===== config.mk =====
export PLATFORM = sky130hd
export DESIGN_NAME = fifo_wptr_ctrl
export DESIGN_NICKNAME = d
export VERILOG_FILES = /design/src/rtl/fifo_wptr_ctrl.sv
export SDC_FILE = /design/constraint.sdc
export NUM_CORES = 1
export LEC_CHECK = 0
export CELL_PAD_IN_SITES_DETAIL_PLACEMENT = 0
export CELL_PAD_IN_SITES_GLOBAL_PLACEMENT = 1
export CORE_ASPECT_RATIO = 0.8
export CORE_MARGIN = 4
export CORE_UTILIZATION = 36
export DETAILED_ROUTE_END_ITERATION = 10
export GPL_ROUTABILITY_DRIVEN = 0
export PLACE_DENSITY_LB_ADDON = 0.05
export SLEW_MARGIN = 20
export SYNTH_ARGS = -nofsm -noshare
export SYNTH_HDL_FRONTEND = slang
export SYNTH_SLANG_ARGS = --single-unit

===== constraint.sdc =====
create_clock -name wr_clk -period 6.65 [get_ports wr_clk]
set_input_delay 1.33 -clock wr_clk [delete_from_list [all_inputs] [get_ports wr_clk]]
set_output_delay 1.33 -clock wr_clk [all_outputs]
set_load 0.02 [all_outputs]

===== src/rtl/fifo_wptr_ctrl.sv =====
// Write-domain pointer/flag controller for the async FIFO: binary/gray write
// pointer, read-pointer synchroniser, and registered full/almost-full/level/overflow.
module fifo_wptr_ctrl #(
  parameter int unsigned ADDR_W      = 4,
  parameter int unsigned SYNC_STAGES = 2
) (
  input  logic              wr_clk,
  input  logic              wr_reset,
  input  logic              wr_en,
  input  logic [ADDR_W:0]   rd_ptr_gr,
  input  logic [ADDR_W:0]   afull_thresh,
  input  logic              clr_ovf,
  output logic              wr_accept,
  output logic [ADDR_W-1:0] wr_addr,
  output logic [ADDR_W:0]   wr_ptr,
  output logic [ADDR_W:0]   wr_ptr_gr,
  output logic              wr_full,
  output logic              wr_almost_full,
  output logic [ADDR_W:0]   wr_level,
  output logic              wr_overflow
);

  logic [ADDR_W:0] sync_q [SYNC_STAGES];
  logic [ADDR_W:0] rq;
  logic [ADDR_W:0] rbin;
  logic [ADDR_W:0] wnext;
  logic [ADDR_W:0] gnext;
  logic [ADDR_W:0] level_next;
  logic            full_next;
  logic            afull_next;
  logic            ovf_next;

  assign wr_accept = wr_en && !wr_full;
  assign wr_addr   = wr_ptr[ADDR_W-1:0];
  assign rq        = sync_q[SYNC_STAGES-1];

  // Each binary bit is the XOR of all gray bits at or above it.
  always_comb begin
    rbin = '0;
    for (int unsigned i = 0; i <= ADDR_W; i++) begin
      rbin[i] = ^(rq >> i);
    end
  end

  always_comb begin
    wnext      = wr_ptr + {{ADDR_W{1'b0}}, wr_accept};
    gnext      = wnext ^ (wnext >> 1);
    full_next  = (gnext == {~rq[ADDR_W:ADDR_W-1], rq[ADDR_W-2:0]});
    level_next = wnext - rbin;
    afull_next = (level_next >= afull_thresh);
    ovf_next   = (wr_en && wr_full) || (wr_overflow && !clr_ovf);
  end

  always_ff @(posedge wr_clk) begin
    if (!wr_reset) begin
      for (int unsigned i = 0; i < SYNC_STAGES; i++) begin
        sync_q[i] <= '0;
      end
      wr_ptr         <= '0;
      wr_ptr_gr      <= '0;
      wr_full        <= 1'b0;
      wr_almost_full <= 1'b0;
      wr_level       <= '0;
      wr_overflow    <= 1'b0;
    end else begin
      sync_q[0] <= rd_ptr_gr;
      for (int unsigned i = 1; i < SYNC_STAGES; i++) begin
        sync_q[i] <= sync_q[i-1];
      end
      wr_ptr         <= wnext;
      wr_ptr_gr      <= gnext;
      wr_full        <= full_next;
      wr_almost_full <= afull_next;
      wr_level       <= level_next;
      wr_overflow    <= ovf_next;
    end
  end

endmodule


==> impl_metrics.ini <==
[drt]
drt-total-wl_um = 2200
initialDrtViolationCount = 18
drc = 0
avgRoutedWirePerCell_um = 11.1
num_vias = 852
detail-route-antenna-nets = 0
first_pass_iters = 4
vias_per_cell = 4.30

[synth]
synth.area.top_cells = dfxtp_1, ha_1, and2_1
yosys_warnings = 0
ys_seq_area_frac = 0.419
synthFlopType = dfxtp_1
syn-cell-area_um2 = 1290
yosys_register_bits = 27
synth_edf_count = 0
synth_common_cells = dfxtp_1, and2_1, xnor2_1, ha_1, inv_1
syn_avg_cell_area_um2 = 10.5
synth_most_common_cell = dfxtp_1
synth_nets = 148
synth_largest_area_cell = dfxtp_1
synth_cells = 123
synth.distinct_cells = 27
synth_top_cell_area_share = 0.419
synthArstFlopShare = 0

[global_route]
antenna_found_initial = 0
grt_pass1_vias = 819
grt_usage = 0.103
grt-ovfl-total = 0
grt_pass1_wl_um = 3570
grt_max_degree = 28

[timing]
tightest_slew_ns = 0.744
maxSlewHeadroom = 0.502
drv_slew = 0
hold_violations = 0
min_period_ns = 3.92
finalCritPeriodShare = 0.590
fin_setup_tns_ns = 0
rsz0062_at_grt = false
setup_viol = 0
fin_ws_ns = 2.73
finClkSkew_ns = 0.00141
max_freq_ghz = 0.255

[cts]
cts_made_buffers = 3
clockBufferDepth = 2
post_cts_resize_count = 0
cts-htree-levels = 1
clock_tree.root_cell = clkbuf_8
cts_setup_buffers = 0
cts_tree = yes
hold_buffers = 0
cts_sinks = 27
clk_pin_slew_ns = 0.09
worstSkewPairLatency_ns = 0.27

[critical_path]
r2r_start = sync_q[0][9]$_SDFF_PN0_
cp.required_ns = 5.32
reg2reg_depth = 12
crit_path_frequent_cell = clkdlybuf4s50_1
startpoint_type = input port
cpPeakStageDelay_ns = 0.60
worst-path-buf-inv = 2
crit_chain = clkdlybuf4s50_1 -> and2b_2 -> clkdlybuf4s50_1
worstPathMaxFanout = 3
crit_type = input port to primary output
critPathArrivalTime_ns = 2.59
r2r-end = wr_almost_full$_SDFF_PN0_
crit_family = buffers and inverters
rrSetupSlack_ns = 3.67
crit_slowest_cell = clkdlybuf4s50_1
crit_path_end_kind = primary output

[pwr]
ir_worst_vdd_mv = 0.149
leakage_nw = 0.702
p_per_area_nw_per_um2 = 234
p_total_uw = 400

[floorplan]
die-width_um = 75.0
io_pins = 37
row_count = 19
die_y_um = 61.6
die_area_um2 = 4610
coreArea_um2 = 3450
start_util = 0.375

[hold_path]
whs_endpoint = sync_q[0][5]$_SDFF_PN0_
hold_depth = 1
worstHoldStart = sync_q[0][0]$_SDFF_PN0_
hold_path_class = flop to flop

[layout]
insertedDiodeCount = 0
final_area_um2 = 1710
fill_cells = 326
fin_cells = 198
drive_gt1_frac = 0.0641
nets = 182
area_growth_pct = 32.3

[place]
placed_area_um2 = 1660
io_buffer_count = 36
dp.cells = 194
pre_cts_slack_ns = 2.66
place_hpwl_um = 1710

[run_status]
status = completed

[run]
maxCapViolCount = 0
-- logic make-up after synthesis --
kind of cell,count (synthesis),share of synthesized area
AO/OA/AOI/OAI,10,0.0465
XOR/XNOR,21,0.173
adder cells (fa/ha/maj),11,0.112
buffers and inverters,16,0.0610
flip-flops,27,0.419
AND/OR/NAND/NOR,38,0.188
-- report_power, final --
part,switching [mW],internal [mW],leakage (nW)
combinational,0.0613,0.0646,0.458
clock,0.0507,0.0425,0.0217
sequential,0.00514,0.176,0.222
-- cells in the final DEF, fill, tap and decap left out, drive strengths merged --
cell type       n
ha             10
xor2            7
or3             1
clkbuf          3
dfxtp          27
xnor3           1
nand3           3
a21oi           4
o21ai           4
nand2b          4
and3b           1
clkdlybuf4s50  36
nor2            1
a211oi          1
inv             9
and2b           3
a21boi          1
fa              1
clkinvlp        1
and2           19
and3            1
nand2           1
nor2b           4
xnor2          13
-- routing by layer --
layer	wire length, µm	up-vias	track usage
li1	-	446	-
met1	1060	378	0.130
met2	963	26	0.172
met3	167	2	0.0343
met4	12	0	0.0228
met5	0	-	0
-- worst max path at each step --
stage | start | endpoint | slack [ns] | cells past startpoint
global route | wr_en | wr_accept | 2.70 | 3
finish | wr_en | wr_accept | 2.73 | 3
detailed placement | wr_en | wr_almost_full$_SDFF_PN0_ | 2.66 | 11
global placement | wr_en | wr_almost_full$_SDFF_PN0_ | 2.68 | 11
floorplan | wr_en | wr_almost_full$_SDFF_PN0_ | 3.32 | 10
CTS | wr_en | wr_accept | 2.72 | 3
-- layout make-up --
class / instances / area (µm²) / share of cell area
timing repair buffer: 36 / 360 / 0.211
inverter: 9 / 33.8 / 0.0198
sequential: 27 / 541 / 0.316
multi-input combinational: 80 / 672 / 0.393
clock buffer: 3 / 41.3 / 0.0242
clock inverter: 1 / 7.51 / 0.00440
tap: 42 / 52.6 / 0.0308
-- registers in the layout (all words and copies together), names as in the netlist --
name / cells
wr_full: 1
sync_q: 10
wr_overflow: 1
wr_almost_full: 1
wr_ptr_gr: 4
wr_ptr: 5
wr_level: 5
-- per-stage QoR --
stage | util | hold WS (ns)
after floorplan | - | 0.412
after global placement | 0.481 | 0.415
after detailed placement | 0.481 | 0.417
after CTS | 0.495 | 0.441
after global routing | 0.495 | 0.466
final | 0.495 | 0.438
Power figures use the tool's default switching activity.
